<file path="src/rtl/wb_mailbox_device_if.sv">
// wb_mailbox_device_if: Wishbone classic bus between controller and mailbox device
interface wb_mailbox_device_if #(parameter int DAT_WIDTH = 8);
  logic                 cyc_i;
  logic                 stb_i;
  logic                 we_i;
  logic [DAT_WIDTH-1:0] dat_i;
  logic [DAT_WIDTH-1:0] dat_o;
  logic                 ack_o;
  logic                 err_o;
  logic                 rty_o;
  modport master (output cyc_i, stb_i, we_i, dat_i, input dat_o, ack_o, err_o, rty_o);
  modport slave (input cyc_i, stb_i, we_i, dat_i, output dat_o, ack_o, err_o, rty_o);
endinterface

</file>
<file path="src/rtl/wb_mailbox_device.sv">
// wb_mailbox_device: Wishbone mailbox bridging bus writes to a TX stream and an RX stream to bus reads.
// Define WB_MAILBOX_ASYNC_ACK_EN for a combinational same-cycle response; default is a registered response.
module wb_mailbox_device #(
  parameter int DAT_WIDTH = 8,
  parameter int DEPTH = 4
) (
  input  logic                   clk_i,
  input  logic                   rst_ni,
  wb_mailbox_device_if.slave     bus,
  output logic                   tx_valid_o,
  input  logic                   tx_ready_i,
  output logic [DAT_WIDTH-1:0]   tx_data_o,
  input  logic                   rx_valid_i,
  output logic                   rx_ready_o,
  input  logic [DAT_WIDTH-1:0]   rx_data_i,
  output logic [$clog2(DEPTH):0] tx_level_o,
  output logic [$clog2(DEPTH):0] rx_level_o
);
  localparam int AW = $clog2(DEPTH);
  localparam int LW = AW + 1;
  logic [DAT_WIDTH-1:0] tx_mem [DEPTH];
  logic [DAT_WIDTH-1:0] rx_mem [DEPTH];
  logic [AW-1:0] tx_wr, tx_rd, rx_wr, rx_rd;
  logic [LW-1:0] tx_level, rx_level;
  logic tx_full, tx_empty, rx_full, rx_empty, tx_pop, rx_push;
  logic req, ok, wr_ok, rd_ok;
  assign tx_full = tx_level == LW'(DEPTH);
  assign tx_empty = tx_level == '0;
  assign rx_full = rx_level == LW'(DEPTH);
  assign rx_empty = rx_level == '0;
  assign tx_pop = !tx_empty && tx_ready_i;
  assign rx_push = rx_valid_i && !rx_full;
  assign tx_valid_o = !tx_empty;
  assign tx_data_o = tx_mem[tx_rd];
  assign rx_ready_o = !rx_full;
  assign tx_level_o = tx_level;
  assign rx_level_o = rx_level;
  assign bus.err_o = 1'b0;
  assign ok = bus.we_i ? !tx_full : !rx_empty;
`ifdef WB_MAILBOX_ASYNC_ACK_EN
  assign req = bus.cyc_i && bus.stb_i;
  assign bus.ack_o = req && ok;
  assign bus.rty_o = req && !ok;
  assign bus.dat_o = rx_mem[rx_rd];
  assign wr_ok = bus.ack_o && bus.we_i;
  assign rd_ok = bus.ack_o && !bus.we_i;
`else
  typedef enum logic {IDLE, RESP} state_t;
  state_t state, state_nx;
  logic ack_sel, ack_sel_nx;
  logic [DAT_WIDTH-1:0] dat_q;
  assign req = bus.cyc_i && bus.stb_i && state == IDLE;
  assign wr_ok = req && bus.we_i && ok;
  assign rd_ok = req && !bus.we_i && ok;
  assign bus.ack_o = state == RESP && ack_sel;
  assign bus.rty_o = state == RESP && !ack_sel;
  assign bus.dat_o = dat_q;
  // Next state: a request opens one response cycle, which always closes the next edge
  always_comb begin
    state_nx = IDLE;
    ack_sel_nx = ack_sel;
    if (req) begin
      state_nx = RESP;
      ack_sel_nx = ok;
    end
  end
  // Response state, ack-vs-rty select and captured read data
  always_ff @(posedge clk_i or negedge rst_ni) begin
    if (!rst_ni) begin
      state <= IDLE;
      ack_sel <= 1'b0;
      dat_q <= '0;
    end else begin
      state <= state_nx;
      ack_sel <= ack_sel_nx;
      if (rd_ok) dat_q <= rx_mem[rx_rd];
    end
  end
`endif
  // FIFO storage; contents need no reset since pointers and levels gate visibility
  always_ff @(posedge clk_i) begin
    if (wr_ok) tx_mem[tx_wr] <= bus.dat_i;
    if (rx_push) rx_mem[rx_wr] <= rx_data_i;
  end
  // FIFO pointers and occupancy; simultaneous push and pop leave the level unchanged
  always_ff @(posedge clk_i or negedge rst_ni) begin
    if (!rst_ni) begin
      tx_wr <= '0;
      tx_rd <= '0;
      rx_wr <= '0;
      rx_rd <= '0;
      tx_level <= '0;
      rx_level <= '0;
    end else begin
      if (wr_ok) tx_wr <= tx_wr + AW'(1);
      if (tx_pop) tx_rd <= tx_rd + AW'(1);
      if (rx_push) rx_wr <= rx_wr + AW'(1);
      if (rd_ok) rx_rd <= rx_rd + AW'(1);
      tx_level <= tx_level + LW'(wr_ok) - LW'(tx_pop);
      rx_level <= rx_level + LW'(rx_push) - LW'(rd_ok);
    end
  end
endmodule

</file>
<file path="src/flat_wrapper.sv">
// flat-port wrapper written by rule: the top's interface ports become plain ports
module wb_mailbox_device_flat 
#(
  parameter int DAT_WIDTH = 8,
  parameter int DEPTH = 4
)
  (clk_i, rst_ni, tx_valid_o, tx_ready_i, tx_data_o, rx_valid_i, rx_ready_o, rx_data_i, tx_level_o, rx_level_o, bus_cyc_i, bus_stb_i, bus_we_i, bus_dat_i, bus_dat_o, bus_ack_o, bus_err_o, bus_rty_o);
  wb_mailbox_device_if #(.DAT_WIDTH(DAT_WIDTH)) bus_i ();
  input  logic clk_i;
  input  logic rst_ni;
  output logic tx_valid_o;
  input  logic tx_ready_i;
  output logic [DAT_WIDTH-1:0] tx_data_o;
  input  logic rx_valid_i;
  output logic rx_ready_o;
  input  logic [DAT_WIDTH-1:0] rx_data_i;
  output logic [$clog2(DEPTH):0] tx_level_o;
  output logic [$clog2(DEPTH):0] rx_level_o;
  input wire logic [$bits(bus_i.cyc_i)-1:0] bus_cyc_i;
  input wire logic [$bits(bus_i.stb_i)-1:0] bus_stb_i;
  input wire logic [$bits(bus_i.we_i)-1:0] bus_we_i;
  input wire logic [$bits(bus_i.dat_i)-1:0] bus_dat_i;
  output wire logic [$bits(bus_i.dat_o)-1:0] bus_dat_o;
  output wire logic [$bits(bus_i.ack_o)-1:0] bus_ack_o;
  output wire logic [$bits(bus_i.err_o)-1:0] bus_err_o;
  output wire logic [$bits(bus_i.rty_o)-1:0] bus_rty_o;
  assign bus_i.cyc_i = bus_cyc_i;
  assign bus_i.stb_i = bus_stb_i;
  assign bus_i.we_i = bus_we_i;
  assign bus_i.dat_i = bus_dat_i;
  assign bus_dat_o = bus_i.dat_o;
  assign bus_ack_o = bus_i.ack_o;
  assign bus_err_o = bus_i.err_o;
  assign bus_rty_o = bus_i.rty_o;
  wb_mailbox_device #(.DAT_WIDTH(DAT_WIDTH), .DEPTH(DEPTH)) u_core (.clk_i(clk_i), .rst_ni(rst_ni), .bus(bus_i), .tx_valid_o(tx_valid_o), .tx_ready_i(tx_ready_i), .tx_data_o(tx_data_o), .rx_valid_i(rx_valid_i), .rx_ready_o(rx_ready_o), .rx_data_i(rx_data_i), .tx_level_o(tx_level_o), .rx_level_o(rx_level_o));
endmodule
</file>
<file path="config.mk">
export PLATFORM = sky130hd
export DESIGN_NAME = wb_mailbox_device_flat
export DESIGN_NICKNAME = d
export VERILOG_FILES = /design/src/rtl/wb_mailbox_device_if.sv /design/src/rtl/wb_mailbox_device.sv /design/src/flat_wrapper.sv
export SDC_FILE = /design/constraint.sdc
export NUM_CORES = 1
export LEC_CHECK = 0
export BUFFER_PORTS_ARGS = -buffer_cell sky130_fd_sc_hd__buf_2
export CORE_ASPECT_RATIO = 1.25
export CORE_MARGIN = 2
export CORE_UTILIZATION = 61
export DETAILED_ROUTE_END_ITERATION = 16
export HOLD_SLACK_MARGIN = 0.02
export PLACE_DENSITY = 0.88
export SYNTH_ARGS = -nofsm -noshare
export SYNTH_HDL_FRONTEND = slang
export SYNTH_SLANG_ARGS = --single-unit
export TNS_END_PERCENT = 100
</file>
<file path="constraint.sdc">
create_clock -name clk_i -period 4.2 [get_ports clk_i]
set_input_delay 1.05 -clock clk_i [delete_from_list [all_inputs] [get_ports clk_i]]
set_output_delay 1.05 -clock clk_i [all_outputs]
set_load 0.01 [all_outputs]
</file>
-- Word-level counts from Yosys, hierarchy flattened
Memory sizes are Yosys's and may differ from the RTL's. A register that Yosys moved wholly into a read port is not among the register bits.
Index checks and enable logic that the tools add are counted.
- $add $sub $neg: 8
- eq/ne operators: 2
- multiplexer cells: 6
- bitwise gates (word level): 1
- reductions and logical operators: 19
- operator list (cell ; number):
    logical AND 1 bit ; 10
    adder 2 x 1 -> 2 bit, second input constant ; 4
    logical NOT 1 bit ; 7
    adder 3 x 1 -> 3 bit ; 2
    == test 3 bit, second input constant ; 2
    logical NOT 3 bit ; 2
    two-way mux 1 bit ; 6
    subtractor 3 x 1 -> 3 bit ; 2
    inverter 1 bit ; 1
- register bits: 16
- bits in writable memories: 64
- input bits: 23
- output and inout bits: 27
- word-level logic and storage cells: 46
- memories kept: 2
- memory list (name ; depth ; width ; read ports ; clocked after memory_dff ; wr ports ; line ; text):
    u_core.rx_mem ; 4 ; 8 ; 1 ; 1 ; 1 ; wb_mailbox_device.sv:22 ; logic [DAT_WIDTH-1:0] rx_mem [DEPTH];
    u_core.tx_mem ; 4 ; 8 ; 1 ; 0 ; 1 ; wb_mailbox_device.sv:21 ; logic [DAT_WIDTH-1:0] tx_mem [DEPTH];

-- Logic depth before layout (Yosys ltp)
Gate-level depths: netlist (run 1).
- depth in word-level cells: 6
- gate-level depth with buffers: 11
- gate-level depth less buffers: 10

-- Worst setup path after synthesis (run 1)
No wires, ideal clock.
- path kind: input to register
- start point: in bus_we_i
- end point: reg u_core.rx_level[2], in the netlist u_core.rx_level_o[2]
- setup time: 129 ps
- arrival time: 2766 ps
- required time: 4071 ps
- slack: 1305 ps
- cell stages on the path: 11
- path buffers: 1
- cells stage by stage: nor4_2 -> or3_1 -> buf_6 -> inv_1 -> ha_1 -> inv_1 -> ha_1 -> inv_1 -> fa_1 -> xnor2_1 -> xnor2_1
- cells in the longest elaborated chain, start to end: 4
- RTL lines (element ; line ; text):
    from (decl) ; flat_wrapper.sv:21 ; input wire logic [$bits(bus_i.we_i)-1:0] bus_we_i;
    logical NOT 1 bit ; wb_mailbox_device.sv:54 ; assign rd_ok = req && !bus.we_i && ok;
    logical AND 1 bit ; wb_mailbox_device.sv:54 ;
    logical AND 1 bit * ; wb_mailbox_device.sv:54 ;
    net u_core.rd_ok ; wb_mailbox_device.sv:26 ; logic req, ok, wr_ok, rd_ok;
    subtractor 3 x 1 -> 3 bit * ; wb_mailbox_device.sv:100 ; rx_level <= rx_level + LW'(rx_push) - LW'(rd_ok);
    to (signal assigned) ; wb_mailbox_device.sv:100 ;
    to (decl) ; wb_mailbox_device.sv:24 ; logic [LW-1:0] tx_level, rx_level;
The timed path passes the listed nets; every way through them passes the cells marked *.
A chain may end at the register's enable or synchronous reset.

-- Final worst setup path (run 1)
- start point: reg u_core.tx_rd[0]
- end point: out tx_data_o[5]
- cells in the longest elaborated chain, start to end: 1
- RTL lines (element ; line ; text):
    from (decl) ; wb_mailbox_device.sv:23 ; logic [AW-1:0] tx_wr, tx_rd, rx_wr, rx_rd;
    from (signal assigned) ; wb_mailbox_device.sv:96 ; if (tx_pop) tx_rd <= tx_rd + AW'(1);
    memory read (4 x 8 bit) ; -- ;
    to (decl) ; flat_wrapper.sv:13 ; output logic [DAT_WIDTH-1:0] tx_data_o;
Every way passes these cells.

==> reports/qor.yml, run 1 <==
layout:
  utilization_pct: 71.08
  seq_area_um2: 2522
  fill_cells: 361
  area_delta_synth_final_pct: 14.34
  drive_gt1_share_pct: 38.84
  finalNetCount: 274
  final_common_cell: "edfxtp_1"
  multi_input_area_um2: 957.2
  n_antenna_cell: 0
  final_cell_mix: "edfxtp_1, buf_2, dfrtp_1"
cts:
  cts.clk_slew.worst_paths_ps: 80
  cts_num_sinks: 88
  cts_made_buffers: 9
  cts.repair.resized: 0
  htreeDepth: 3
  post_cts_buffers: 0
  clkLatencyLatePin_ps: 350
  hold_buffers: 0
  cts_buffer_depth: 2
  cts-root-buf: "clkbuf_8"
  cts_tree: "yes"
die:
  rows: 31
  boundaryPins: 50
  initial_core_util_pct: 62.16
  die_w_um: 72.41
  die_area_um2: 6481
  die_y_um: 89.51
  core_um2: 5741
sta:
  report.final.slew_viol_count: 0
  rsz0062_at_grt: "false"
  post-route-period-util_pct: 67.65
  fin_crit_ps: 2841
  worst_slew_pin_slew_ps: 576.1
  slew_headroom_pct: 61.59
  finalSetupTns_ps: 0
  hold_viol: 0
  timing.fmax_mhz: 352.0
  fin_skew_ps: 5.209
  finalSetupViolCount: 0
route:
  route.detailed.drc: 0
  via_count: 1670
  wl_per_cell_um: 17.02
  viasPerCell: 5.422
  drt-pass1-iter-count: 4
  postRouteAntennaNets: 0
  wirelength_um: 5243
  first_iter_violations: 101
logic_synthesis:
  syn_inst: 183
  ys_ff_latch: 88
  synth_seq_area_share_pct: 70.69
  ys_warn_count: 0
  synth_top_area_share_pct: 53.86
  synth_cell_type_count: 28
  synth_top_area_cell: "edfxtp_1"
  avgSynthCellArea_um2: 19.50
  syn_area_um2: 3568
  synth_area_leaders: "edfxtp_1, dfrtp_1, mux4_2"
  syn_nets: 220
global_routing:
  gr-total-overflow: 0
  grt_max_degree: 25
  antenna_found_initial: 0
  grt_pass1_vias: 1847
  grt_first_pass_wirelength_um: 8714
  grtUsageTotal_pct: 18.85
placed_design:
  dpl.hpwl_um: 3750
  port_buffers: 48
  place.gp.congestion: 0.7559
power_and_ir_drop:
  peakVddDrop_mv: 0.3921
  power.density_nw_per_um2: 655.9
  p_leak_nw: 1.613
setup_path:
  start_kind: "register"
  slowest_stage: "dfrtp_1"
  end_kind: "output port"
  cpPeakStageDelay_ps: 710
  crit_family: "flip-flops"
  crit_type: "register to output port"
  crit_buf_inv: 1
  crit_arrival_ps: 1790
  critPathRequiredTime_ps: 3150
  path_max_fanout: 10
  path_cells: "mux4_2 -> buf_2"
worst_hold_path:
  min_path_type: "register to register"
status:
  status: "complete, no violations"
job:
  drv_cap: 0
[cell usage after synthesis]
cell      instances
edfxtp_1         64
dfrtp_1          24
mux4_2           16
inv_1            14
ha_1             12
and2_1            9
xnor2_1           9
mux2_4            8
mux2_2            3
buf_1             2
buf_2             2
fa_1              2
nand2_1           2
or3_1             2
a21boi_2          1
a21oi_1           1
buf_4             1
buf_6             1
conb_1            1
nand3b_1          1
nor2_1            1
nor2b_1           1
nor3b_1           1
nor3b_2           1
nor4_2            1
o31a_1            1
or4b_1            1
xor2_1            1
[logic make-up (layout without fill, tap and decap cells)]
group,after synthesis,count (layout),share of synthesized area [%]
other cells,1,1,0.1051
compound gates,3,3,0.7012
mux,27,27,14.41
simple gates,20,20,3.822
fa+ha+maj,14,14,5.330
buf+inv,20,79,2.490
flops,88,88,70.69
xor+xnor,10,10,2.455
[per-layer routing]
metal / vias up / track usage [%] / share of wire (%)
li1: 788 / - / -
met1: 835 / 21.17 / 38
met2: 37 / 33.36 / 56
met3: 10 / 4.510 / 3.5
met4: 0 / 10.10 / 2.3
met5: - / 0 / 0
[worst reg2reg max path, cell delays in order, from the launching register on]
cell	delay [ps]
dfrtp_1	470
nor4_2	330
or3_1	160
buf_4	210
inv_1	70
ha_1	270
inv_1	60
ha_1	130
inv_1	50
fa_1	370
xnor2_1	150
xnor2_1	130
[path summary, 6_finish.rpt]
path | startpoint | to | slack, ps | cells after the start
max in group asynchronous | rst_ni | u_core.ack_sel | 3130 | 1
worst min-delay path | u_core.bus.dat_o[1] | u_core.bus.dat_o[1] | 510 | 1
worst max register to register | u_core.rx_level_o[1] | u_core.rx_level_o[2] | 1700 | 11
min in group asynchronous | rst_ni | u_core.bus.dat_o[0] | 690 | 1
worst min register to register | u_core.bus.dat_o[1] | u_core.bus.dat_o[1] | 510 | 1
worst max-delay path | u_core.tx_rd[0] | tx_data_o[5] | 1360 | 2
[sequential cells by signal, indices dropped and copies added, names as in the netlist]
name               cells
u_core.ack_sel         1
u_core.bus.dat_o       8
u_core.rx_level_o      3
u_core.rx_mem         32
u_core.rx_rd           2
u_core.rx_wr           2
u_core.state           1
u_core.tx_level_o      3
u_core.tx_mem         32
u_core.tx_rd           2
u_core.tx_wr           2
[where the power goes]
part | switching (W) | internal, W
sequential | 0.000197 | 0.00113
combinational | 0.000311 | 0.000419
clock | 0.000281 | 0.000335
total | 0.000788 | 0.00189
[layout make-up]
class | instances | share of cell area, %
Clock buffer | 9 | 3.036
Timing Repair Buffer | 49 | 6.072
Tap cell | 66 | 2.024
Sequential cell | 88 | 61.82
Inverter | 14 | 1.288
Clock inverter | 7 | 2.300
Multi-Input combinational cell | 75 | 23.46
[metrics by stage]
step	cell area (um^2)	hold WS (ps)	total power [W]	worst slack (ps)	instances
2_1_floorplan	3568	496.1	0.001850	1305	183
3_3_place_gp	3862	494.0	0.002064	1083	292
3_5_place_dp	3862	487.6	0.002098	1020	292
4_1_cts	4080	517.7	0.002717	1295	308
5_1_grt	4080	538.4	0.002856	1180	308
6_report	4080	514.3	0.002676	1359	308
Note: power is estimated with default switching activity, not from simulation.
==> inputs of run 2 (changes only) <==
--- a/config.mk
+++ b/config.mk
@@ -8,10 +8,10 @@
 export BUFFER_PORTS_ARGS = -buffer_cell sky130_fd_sc_hd__buf_2
 export CORE_ASPECT_RATIO = 1.25
 export CORE_MARGIN = 2
-export CORE_UTILIZATION = 61
+export CORE_UTILIZATION = 51
 export DETAILED_ROUTE_END_ITERATION = 16
 export HOLD_SLACK_MARGIN = 0.02
-export PLACE_DENSITY = 0.88
+export PLACE_DENSITY = 0.79
 export SYNTH_ARGS = -nofsm -noshare
 export SYNTH_HDL_FRONTEND = slang
 export SYNTH_SLANG_ARGS = --single-unit
==> constraint.sdc (replaced) <==
create_clock -name clk_i -period 2.4 [get_ports clk_i]
set_input_delay 0.6 -clock clk_i [delete_from_list [all_inputs] [get_ports clk_i]]
set_output_delay 0.6 -clock clk_i [all_outputs]
set_load 0.01 [all_outputs]
==> reports/qor.yml, run 2 (synthesized netlist as in run 1, its figures left out) <==
cts:
  clkLatencyLatePin_ps: 350  # about the same
  htreeDepth: 3  # unchanged
  hold_buffers: 0  # unchanged
  cts-root-buf: "clkbuf_8"  # unchanged
  cts_tree: "yes"  # unchanged
  cts.repair.resized: 0  # unchanged
  cts_num_sinks: 88  # unchanged
  cts_buffer_depth: 2  # unchanged
  cts_made_buffers: 9  # unchanged
  cts.clk_slew.worst_paths_ps: 80  # about the same
  post_cts_buffers: 0  # unchanged
sta:
  fin_crit_ps: 2232
  finalSetupTns_ps: 0  # unchanged
  worst_slew_pin_slew_ps: 618.2  # was 576.1 ps
  timing.fmax_mhz: 448.0
  post-route-period-util_pct: 93.01
  report.final.slew_viol_count: 0  # unchanged
  hold_slack_ps: 234.5  # was 514.3 ps
  hold_viol: 0  # unchanged
  rsz0062_at_grt: "false"  # unchanged
  worst_slack_ps: 167.9  # was 1359 ps
  fin_skew_ps: 7.942  # was 5.209 ps
  slew_headroom_pct: 58.79  # was 61.59%
  finalSetupViolCount: 0  # unchanged
route:
  route.detailed.drc: 0  # unchanged
  postRouteAntennaNets: 0  # unchanged
  via_count: 1712  # was 1670
  wirelength_um: 5554  # was 5243 um
  first_iter_violations: 87  # was 101
  drt-pass1-iter-count: 6  # was 4
  wl_per_cell_um: 16.43  # was 17.02 um
  viasPerCell: 5.065  # was 5.422
power_and_ir_drop:
  power.density_nw_per_um2: 1175  # was 655.9 nW/um^2
  p_total_w: 0.004944  # was 0.002676 W
  peakVddDrop_mv: 0.6013  # was 0.3921 mV
  p_leak_nw: 1.660  # was 1.613 nW
setup_path:
  reg2reg_slack_ps: 170  # was 1700 ps
  endpoint: "u_core.rx_level_o[2]"  # was tx_data_o[5]
  worstSetupStartpoint: "u_core.rx_level_o[2]"  # was u_core.tx_rd[0]
  critPathRequiredTime_ps: 2680  # was 3150 ps
  rr_worst_depth: 10  # was 11
  path_max_fanout: 5  # was 10
  r2r-end: "u_core.rx_level_o[2]"  # unchanged
  end_kind: "register"  # was output port
  r2r-start: "u_core.rx_level_o[2]"  # was u_core.rx_level_o[1]
  crit_arrival_ps: 2510  # was 1790 ps
  start_kind: "register"  # unchanged
  crit_type: "register to register"  # was register to output port
global_routing:
  grt_max_degree: 25  # unchanged
  antenna_found_initial: 0  # unchanged
  gr-total-overflow: 0  # unchanged
  grt_first_pass_wirelength_um: 8618  # was 8714 um
  grtUsageTotal_pct: 15.73  # was 18.85%
  grt_pass1_vias: 1779  # was 1847
die:
  rows: 34  # was 31
  boundaryPins: 50  # unchanged
  die_w_um: 78.82  # was 72.41 um
  core_um2: 6849  # was 5741 um^2
  initial_core_util_pct: 52.10  # was 62.16%
  die_area_um2: 7686  # was 6481 um^2
  die_y_um: 97.52  # was 89.51 um
layout:
  n_antenna_cell: 0  # unchanged
  final_common_cell: "edfxtp_1"  # unchanged
  area_delta_synth_final_pct: 17.92  # was 14.34%
  fill_cells: 514  # was 361
  final_cell_mix: "edfxtp_1, buf_2, dfrtp_1"  # unchanged
  drive_gt1_share_pct: 40.32  # was 38.84%
  stdcell_count: 338  # was 308
  finalNetCount: 280  # was 274
placed_design:
  placedCellCount: 322  # was 292
  port_buffers: 48  # unchanged
  dp_slack_ps: -55.18  # was 1020 ps
  dpl.hpwl_um: 3804  # was 3750 um
  place.gp.congestion: 0.6818  # was 0.7559
job:
  drv_cap: 0  # unchanged
worst_hold_path:
  min_path_type: "primary input to async pin"  # was register to register
status:
  status: "complete, no violations"  # unchanged
run 2: worst min-delay path by stage:
stage                                   start                  end  slack, ps  cells after the start
after floorplan                        rst_ni       u_core.ack_sel        300                      0
after detailed placement  u_core.bus.dat_o[2]  u_core.bus.dat_o[2]        490                      1
after global placement    u_core.bus.dat_o[7]  u_core.bus.dat_o[7]        490                      1
after global routing                   rst_ni       u_core.ack_sel        270                      1
after CTS                              rst_ni  u_core.bus.dat_o[6]        250                      1
final                                  rst_ni  u_core.bus.dat_o[6]        230                      1
run 2: layer usage:
metal	GRT usage, %	wire, um	up-vias	share of wire (%)
li1	-	-	800	-
met1	16.66	2132	871	38
met2	28.93	3117	37	56
met3	5.483	259	4	4.7
met4	4.775	44	0	0.79
met5	0	0	-	0
run 2: worst max-delay path: stages (launching register included):
cell and delay (ps):
dfrtp_1 470, nor4_4 310, or3_1 180, inv_1 50, ha_1 260, inv_1 60
ha_1 130, inv_1 50, fa_2 340, xnor2_1 190, xnor2_1 130
run 2: cell type report:
type                            count  area [um^2]  share of cell area, %
Tap cell                           90        112.6                  2.676
Clock buffer                       10        127.6                  3.033
Clock inverter                      6        131.4                  3.122
Timing Repair Buffer               55        292.8                  6.958
Inverter                           14        52.55                  1.249
Sequential cell                    88         2522                  59.95
Multi-Input combinational cell     75        968.4                  23.02
run 2: metrics by stage:
step           cell area, um^2  util, %
2_1_floorplan             3580        -
3_3_place_gp              3949    57.65
3_5_place_dp              3949    57.65
4_1_cts                   4208    61.44
5_1_grt                   4208    61.44
6_report                  4208    61.44
run 2: power by group:
group | internal, W | switching, W
clock | 0.000793 | 0.000480
combinational | 0.000772 | 0.000609
sequential | 0.00199 | 0.000303
total | 0.00355 | 0.00139
